## config.mk

```make
export PLATFORM = sky130hd
export DESIGN_NAME = tag_maint_ctrl_flat
export DESIGN_NICKNAME = d
export VERILOG_FILES = /design/src/rtl/tag_maint_if.sv /design/src/rtl/tag_maint_ctrl.sv /design/src/flat_wrapper.sv
export SDC_FILE = /design/constraint.sdc
export NUM_CORES = 1
export LEC_CHECK = 0
export CORE_MARGIN = 2
export CORE_UTILIZATION = 41
export CTS_BUF_LIST = sky130_fd_sc_hd__clkbuf_16
export DETAILED_ROUTE_END_ITERATION = 8
export PLACE_DENSITY = 0.81
export SLEW_MARGIN = 20
export SYNTH_ARGS = -nofsm -noshare
export SYNTH_HDL_FRONTEND = slang
export SYNTH_SLANG_ARGS = --single-unit
export TNS_END_PERCENT = 5
```

## constraint.sdc

```tcl
create_clock -name clk -period 2.78 [get_ports clk]
set_input_delay 0.278 -clock clk [delete_from_list [all_inputs] [get_ports clk]]
set_output_delay 0.278 -clock clk [all_outputs]
set_load 0.02 [all_outputs]
```

## src/rtl/tag_maint_if.sv

```systemverilog
// Request, completion and tag-bank port bundle for tag_maint_ctrl.
// The slave side is the controller; the master side is its environment and bank.
interface tag_maint_if #(
  parameter int LINES = 512,
  parameter int TAG_W = 20
);
  localparam int LW = $clog2(LINES);

  logic             fill_valid;
  logic             fill_ready;
  logic [LW-1:0]    fill_line;
  logic [TAG_W-1:0] fill_tag;

  logic             inv_valid;
  logic             inv_ready;
  logic [LW-1:0]    inv_line;
  logic [TAG_W-1:0] inv_tag;
  logic             inv_done;
  logic             inv_hit;

  logic             flush_req;
  logic             flush_done;
  logic             init_done;

  logic             bank_en;
  logic             bank_wen;
  logic [LW-1:0]    bank_addr;
  logic [TAG_W:0]   bank_data_in;
  logic [TAG_W:0]   bank_data_out;

  modport master (
    output fill_valid, fill_line, fill_tag,
    output inv_valid, inv_line, inv_tag,
    output flush_req, bank_data_out,
    input  fill_ready, inv_ready, inv_done, inv_hit,
    input  flush_done, init_done,
    input  bank_en, bank_wen, bank_addr, bank_data_in
  );

  modport slave (
    input  fill_valid, fill_line, fill_tag,
    input  inv_valid, inv_line, inv_tag,
    input  flush_req, bank_data_out,
    output fill_ready, inv_ready, inv_done, inv_hit,
    output flush_done, init_done,
    output bank_en, bank_wen, bank_addr, bank_data_in
  );
endinterface

```

## src/rtl/tag_maint_ctrl.sv

```systemverilog
// Tag-bank maintenance controller: reset/flush sweep, zero-latency line fills,
// and fixed-latency read-compare-clear invalidates on a single bank port.
module tag_maint_ctrl #(
  parameter int LINES = 512,
  parameter int TAG_W = 20
) (
  input  logic        clk,
  input  logic        rst,
  tag_maint_if.slave  io_bus
);
  localparam int LW = $clog2(LINES);
  localparam logic [LW-1:0] LAST_LINE = LW'(LINES - 1);

  typedef enum logic [1:0] {
    SWEEP   = 2'd0,
    IDLE    = 2'd1,
    INV_RD  = 2'd2,
    INV_CMP = 2'd3
  } state_t;

  state_t           r_state, w_next;
  logic [LW-1:0]    r_cnt, w_cnt_nxt;
  logic [LW-1:0]    r_inv_line;
  logic [TAG_W-1:0] r_inv_tag;
  logic             r_flush_sweep;
  logic             r_init_done;

  logic             w_inv_acc, w_flush_acc, w_sweep_end, w_hit;
  logic             w_en, w_wen, w_fill_rdy, w_inv_rdy, w_done, w_hit_o, w_fdone;
  logic [LW-1:0]    w_addr;
  logic [TAG_W:0]   w_wdata;

  // Next-state and bank-port decode
  always_comb begin
    w_next      = r_state;
    w_cnt_nxt   = r_cnt;
    w_inv_acc   = 1'b0;
    w_flush_acc = 1'b0;
    w_sweep_end = 1'b0;
    w_en        = 1'b0;
    w_wen       = 1'b0;
    w_addr      = '0;
    w_wdata     = '0;
    w_fill_rdy  = 1'b0;
    w_inv_rdy   = 1'b0;
    w_done      = 1'b0;
    w_hit_o     = 1'b0;
    w_fdone     = 1'b0;
    w_hit       = io_bus.bank_data_out[TAG_W] &&
                  (io_bus.bank_data_out[TAG_W-1:0] == r_inv_tag);
    case (r_state)
      SWEEP: begin
        w_en   = 1'b1;
        w_wen  = 1'b1;
        w_addr = r_cnt;
        if (r_cnt == LAST_LINE) begin
          w_sweep_end = 1'b1;
          w_fdone     = r_flush_sweep;
          w_cnt_nxt   = '0;
          w_next      = IDLE;
        end else begin
          w_cnt_nxt = r_cnt + LW'(1);
        end
      end
      IDLE: begin
        w_fill_rdy = ~io_bus.flush_req;
        w_inv_rdy  = ~io_bus.flush_req;
        if (io_bus.flush_req) begin
          w_flush_acc = 1'b1;
          w_cnt_nxt   = '0;
          w_next      = SWEEP;
        end else if (io_bus.inv_valid) begin
          w_inv_acc = 1'b1;
          w_next    = INV_RD;
        end else if (io_bus.fill_valid) begin
          w_en    = 1'b1;
          w_wen   = 1'b1;
          w_addr  = io_bus.fill_line;
          w_wdata = {1'b1, io_bus.fill_tag};
        end else begin
          w_next = IDLE;
        end
      end
      INV_RD: begin
        w_en   = 1'b1;
        w_addr = r_inv_line;
        w_next = INV_CMP;
      end
      INV_CMP: begin
        w_done  = 1'b1;
        w_hit_o = w_hit;
        w_addr  = r_inv_line;
        if (w_hit) begin
          w_en  = 1'b1;
          w_wen = 1'b1;
        end else begin
          w_en  = 1'b0;
        end
        w_next = IDLE;
      end
      default: begin
        w_next    = SWEEP;
        w_cnt_nxt = '0;
      end
    endcase
  end

  // Outputs forced low while reset is held, so an aborted operation never shows
  always_comb begin
    if (rst) begin
      io_bus.bank_en      = 1'b0;
      io_bus.bank_wen     = 1'b0;
      io_bus.bank_addr    = '0;
      io_bus.bank_data_in = '0;
      io_bus.fill_ready   = 1'b0;
      io_bus.inv_ready    = 1'b0;
      io_bus.inv_done     = 1'b0;
      io_bus.inv_hit      = 1'b0;
      io_bus.flush_done   = 1'b0;
      io_bus.init_done    = 1'b0;
    end else begin
      io_bus.bank_en      = w_en;
      io_bus.bank_wen     = w_wen;
      io_bus.bank_addr    = w_addr;
      io_bus.bank_data_in = w_wdata;
      io_bus.fill_ready   = w_fill_rdy;
      io_bus.inv_ready    = w_inv_rdy;
      io_bus.inv_done     = w_done;
      io_bus.inv_hit      = w_hit_o;
      io_bus.flush_done   = w_fdone;
      io_bus.init_done    = r_init_done | w_sweep_end;
    end
  end

  // State, sweep counter and captured invalidate request
  always_ff @(posedge clk or posedge rst) begin
    if (rst) begin
      r_state       <= SWEEP;
      r_cnt         <= '0;
      r_inv_line    <= '0;
      r_inv_tag     <= '0;
      r_flush_sweep <= 1'b0;
      r_init_done   <= 1'b0;
    end else begin
      r_state <= w_next;
      r_cnt   <= w_cnt_nxt;
      if (w_flush_acc) begin
        r_flush_sweep <= 1'b1;
      end else if (w_sweep_end) begin
        r_flush_sweep <= 1'b0;
      end
      if (w_sweep_end) begin
        r_init_done <= 1'b1;
      end
      if (w_inv_acc) begin
        r_inv_line <= io_bus.inv_line;
        r_inv_tag  <= io_bus.inv_tag;
      end
    end
  end
endmodule
```

## src/flat_wrapper.sv

```systemverilog
// flat-port wrapper written by rule: the top's interface ports become plain ports
module tag_maint_ctrl_flat 
#(
  parameter int LINES = 512,
  parameter int TAG_W = 20
)
  (clk, rst, io_bus_fill_valid, io_bus_fill_line, io_bus_fill_tag, io_bus_inv_valid, io_bus_inv_line, io_bus_inv_tag, io_bus_flush_req, io_bus_bank_data_out, io_bus_fill_ready, io_bus_inv_ready, io_bus_inv_done, io_bus_inv_hit, io_bus_flush_done, io_bus_init_done, io_bus_bank_en, io_bus_bank_wen, io_bus_bank_addr, io_bus_bank_data_in);
  tag_maint_if #(.LINES(LINES), .TAG_W(TAG_W)) io_bus_i ();
  input  logic clk;
  input  logic rst;
  input wire logic [$bits(io_bus_i.fill_valid)-1:0] io_bus_fill_valid;
  input wire logic [$bits(io_bus_i.fill_line)-1:0] io_bus_fill_line;
  input wire logic [$bits(io_bus_i.fill_tag)-1:0] io_bus_fill_tag;
  input wire logic [$bits(io_bus_i.inv_valid)-1:0] io_bus_inv_valid;
  input wire logic [$bits(io_bus_i.inv_line)-1:0] io_bus_inv_line;
  input wire logic [$bits(io_bus_i.inv_tag)-1:0] io_bus_inv_tag;
  input wire logic [$bits(io_bus_i.flush_req)-1:0] io_bus_flush_req;
  input wire logic [$bits(io_bus_i.bank_data_out)-1:0] io_bus_bank_data_out;
  output wire logic [$bits(io_bus_i.fill_ready)-1:0] io_bus_fill_ready;
  output wire logic [$bits(io_bus_i.inv_ready)-1:0] io_bus_inv_ready;
  output wire logic [$bits(io_bus_i.inv_done)-1:0] io_bus_inv_done;
  output wire logic [$bits(io_bus_i.inv_hit)-1:0] io_bus_inv_hit;
  output wire logic [$bits(io_bus_i.flush_done)-1:0] io_bus_flush_done;
  output wire logic [$bits(io_bus_i.init_done)-1:0] io_bus_init_done;
  output wire logic [$bits(io_bus_i.bank_en)-1:0] io_bus_bank_en;
  output wire logic [$bits(io_bus_i.bank_wen)-1:0] io_bus_bank_wen;
  output wire logic [$bits(io_bus_i.bank_addr)-1:0] io_bus_bank_addr;
  output wire logic [$bits(io_bus_i.bank_data_in)-1:0] io_bus_bank_data_in;
  assign io_bus_i.fill_valid = io_bus_fill_valid;
  assign io_bus_i.fill_line = io_bus_fill_line;
  assign io_bus_i.fill_tag = io_bus_fill_tag;
  assign io_bus_i.inv_valid = io_bus_inv_valid;
  assign io_bus_i.inv_line = io_bus_inv_line;
  assign io_bus_i.inv_tag = io_bus_inv_tag;
  assign io_bus_i.flush_req = io_bus_flush_req;
  assign io_bus_i.bank_data_out = io_bus_bank_data_out;
  assign io_bus_fill_ready = io_bus_i.fill_ready;
  assign io_bus_inv_ready = io_bus_i.inv_ready;
  assign io_bus_inv_done = io_bus_i.inv_done;
  assign io_bus_inv_hit = io_bus_i.inv_hit;
  assign io_bus_flush_done = io_bus_i.flush_done;
  assign io_bus_init_done = io_bus_i.init_done;
  assign io_bus_bank_en = io_bus_i.bank_en;
  assign io_bus_bank_wen = io_bus_i.bank_wen;
  assign io_bus_bank_addr = io_bus_i.bank_addr;
  assign io_bus_bank_data_in = io_bus_i.bank_data_in;
  tag_maint_ctrl #(.LINES(LINES), .TAG_W(TAG_W)) u_core (.clk(clk), .rst(rst), .io_bus(io_bus_i));
endmodule
```

==> run_results.csv <==
group,metric,value,unit
die,die_x,82.3,um
pwr,irDropWorstVdd,445,uV
sta,tightest_slew,550,ps
pwr,power_density,784,nW/um^2
synth,synth_seq_area_share,0.418,
sta,fmaxAchievable,373,MHz
sta,hold_viol_final,0,
synth,yosysUniqueCellTypes,36,
pwr,seqPwrFrac,0.331,
cells_and_area,multi_input_area,1360,um^2
synth,ys_seq_elements,42,
placed_design,gp_congestion,0.830,
global_routing,grt_use_total,0.222,
sta,whs,452,ps
placed_design,port_buffers,121,
detailed_routing,dr.pass1.iters,5,
cells_and_area,diodes,0,
cells_and_area,seq_area,1050,um^2
sta,setup_viol,0,
cts,cts_tree,"done",
detailed_routing,routed_via_density,5.10,
critical_path,cp_data_arrival_time,2400,ps
detailed_routing,vias,2545,
critical_path,start_kind,"register",
cts,cts_htree_levels,2,
global_routing,grt_pass1_wl,11600,um
sta,slew_headroom,0.631,
die,initial_core_util,0.425,
pwr,leakage,1.84,nW
die,core-area,5920,um^2
cts,insertion_delay,280,ps
cts,cts_max_path_buffers,2,
global_routing,grt_antenna_before_repair,0,
placed_design,pre_cts_slack,194,ps
cts,clkSlewWorstSetupHoldPaths,50,ps
global_routing,grt_max_degree,37,
cells_and_area,syn_to_final_growth,56.1,%
placed_design,hpwl,5440,um
die,die_y,82.3,um
global_routing,grt_overflow_total,0,
job,max_cap_violations,0,
critical_path,path_class,"register to output port",
pwr,cell_internal_pwr,1.86,mW
synth,async_flop_share,1.00,
detailed_routing,ant_nets,0,
synth,synthFlopType,"dfrtp_1",
sta,skew,1.71,ps
die,pin_count,122,
cts,cts_root_buf,"clkbuf_16",
pwr,swShare,0.396,
sta,fin_crit_sh,0.963,
synth,synth_edf_count,0,
synth,netlist_instances,307,
detailed_routing,dr.first_iter.drc_count,160,
detailed_routing,wl_per_cell,14.4,um
cells_and_area,final_layout_size_suffix_gt1_frac,0.0448,
global_routing,grt_pass1_vias,2437,
pwr,switching_power,1.22,mW
cts,ctsHoldBuffers,0,
sta,drv_slew,0,
min_path,worstHoldPathType,"register to register",
outcome,status,"finished clean",
pwr,total_power,3.08,mW
critical_path,end_kind,"output port",
cells_and_area,nNetsFinal,515,
die,dieArea,6780,um^2
detailed_routing,wl,7190,um
pwr,combPwrFrac,0.496,
critical_path,cp_max_fo,20,
pwr,p_clk_frac,0.173,
sta,setup_slack,102,ps
synth,ys_warn_count,0,
detailed_routing,drc,0,
cts,numCtsBuffers,5,
critical_path,required,2500,ps
synth,synth_fp_nets,397,
cells_and_area,nFillCells,498,
synth,avgSynthCellArea,8.20,um^2
synth,syn_area,2520,um^2
cts,cts.sinks,42,
die,std_cell_rows,28,
sta,period_needed,2680,ps
-- layout by cell type (no fill, tap or decap), drive strengths merged, types with 2 or more instances in the layout --
master	instances
a21oi	2
a221oi	9
a22o	2
a31oi	2
and2	2
and3	22
buf	8
clkbuf	5
clkdlybuf4s50	118
dfrtp	42
dlygate4sd2	2
ha	6
inv	6
nand2	96
nand3	5
nand3b	2
nand4	2
nor2	10
nor2b	11
nor3	13
nor3b	2
nor4	8
o21ai	15
o31ai	3
xor2	20
-- logic make-up after synthesis --
| logic type | synth area share |
|---|---|
| AOI/OAI and AO/OA | 0.100 |
| xor gates and xnor gates | 0.0696 |
| adders and majority gates | 0.0298 |
| buffers and inverters | 0.0448 |
| DFF | 0.418 |
| muxes | 0.00398 |
| and+or+nand+nor | 0.334 |
-- path summary, 6_finish.rpt --
check	cells after the start	start	slack, ps	endpoint
hold / removal	1	u_core.r_init_done$_DFFE_PP0P_	450	u_core.r_init_done$_DFFE_PP0P_
max in group asynchronous	5	rst	1480	u_core.r_state[0]$_DFFE_PP0P_
setup / recovery	6	u_core.r_state[1]$_DFFE_PP0P_	100	io_bus_bank_data_in[10]
setup reg to reg	9	u_core.r_cnt[0]$_DFFE_PP0P_	470	u_core.r_cnt[5]$_DFFE_PP0P_
min in group asynchronous	4	rst	610	u_core.r_inv_tag[17]$_DFFE_PP0P_
hold reg to reg	1	u_core.r_init_done$_DFFE_PP0P_	450	u_core.r_init_done$_DFFE_PP0P_
-- cells in the mapped netlist (all sizes together), types with 3 or more instances --
| cell type | number | share of area |
|---|---|---|
| and3 | 22 | 0.055 |
| dfrtp | 42 | 0.42 |
| nor3 | 13 | 0.026 |
| nor4 | 8 | 0.020 |
| nand3 | 5 | 0.0099 |
| nand2 | 96 | 0.14 |
| xor2 | 20 | 0.070 |
| inv | 6 | 0.0090 |
| buf | 7 | 0.019 |
| nor2b | 11 | 0.027 |
| nor2 | 10 | 0.015 |
| o21ai | 15 | 0.030 |
| o31ai | 3 | 0.0090 |
| a221oi | 9 | 0.031 |
| ha | 6 | 0.030 |
| clkbuf | 11 | 0.016 |
-- power by group through the flow --
| stage | Sequential (mW) | Combinational, mW | Clock (mW) |
|---|---|---|---|
| 6_report | 1.02 | 1.53 | 0.532 |
| 5_1_grt | 1.05 | 1.70 | 0.569 |
| 4_1_cts | 1.02 | 1.53 | 0.540 |
| 3_5_place_dp | 1.02 | 1.51 | 0 |
| 3_3_place_gp | 1.01 | 1.49 | 0 |
| 2_1_floorplan | 0.979 | 1.05 | 0 |
-- cell type report --
cell class	instances	share of cell area
clock buffer	5	0.0319
timing repair buffer	129	0.324
inverter	6	0.00573
multi-input combinational	241	0.346
clock inverter	1	0.000956
sequential	42	0.268
tap	75	0.0239
-- routing by layer --
layer	share of wire	track usage	vias up
met4	0.0085	0.0483	0
met3	0.063	0.0457	6
met1	0.41	0.283	1181
met2	0.52	0.386	78
li1	-	-	1280
met5	0	0	-
-- worst max-delay path: stages, from the launching register on --
cell and delay (ps):
dfrtp_1 420, inv_1 120, ha_1 190, and4bb_4 360, buf_4 240, and3_1 180, clkdlybuf4s50_1 600
-- stage by stage --
step,cell area (um^2),util,setup TNS (ps),cells
global placement,3790,0.640,0,493
CTS,3920,0.662,0,499
finish,3930,0.663,0,499
global route,3930,0.663,-81.5,499
detailed placement,3790,0.640,0,493
floorplan,2520,-,0,307
-- registers in the layout, indices dropped and copies added, names as in the netlist --
| name | count |
|---|---|
| u_core.r_cnt | 9 |
| u_core.r_flush_sweep | 1 |
| u_core.r_inv_tag | 20 |
| u_core.r_state | 2 |
| u_core.r_inv_line | 9 |
| u_core.r_init_done | 1 |
-- repair_timing --
action                     in CTS  in global routing
pin swaps                       0                  0
buffers inserted                0                  0
resized for setup               2                  4
setup endpoints to repair       2                 29
(Power assumes the default switching activity.)
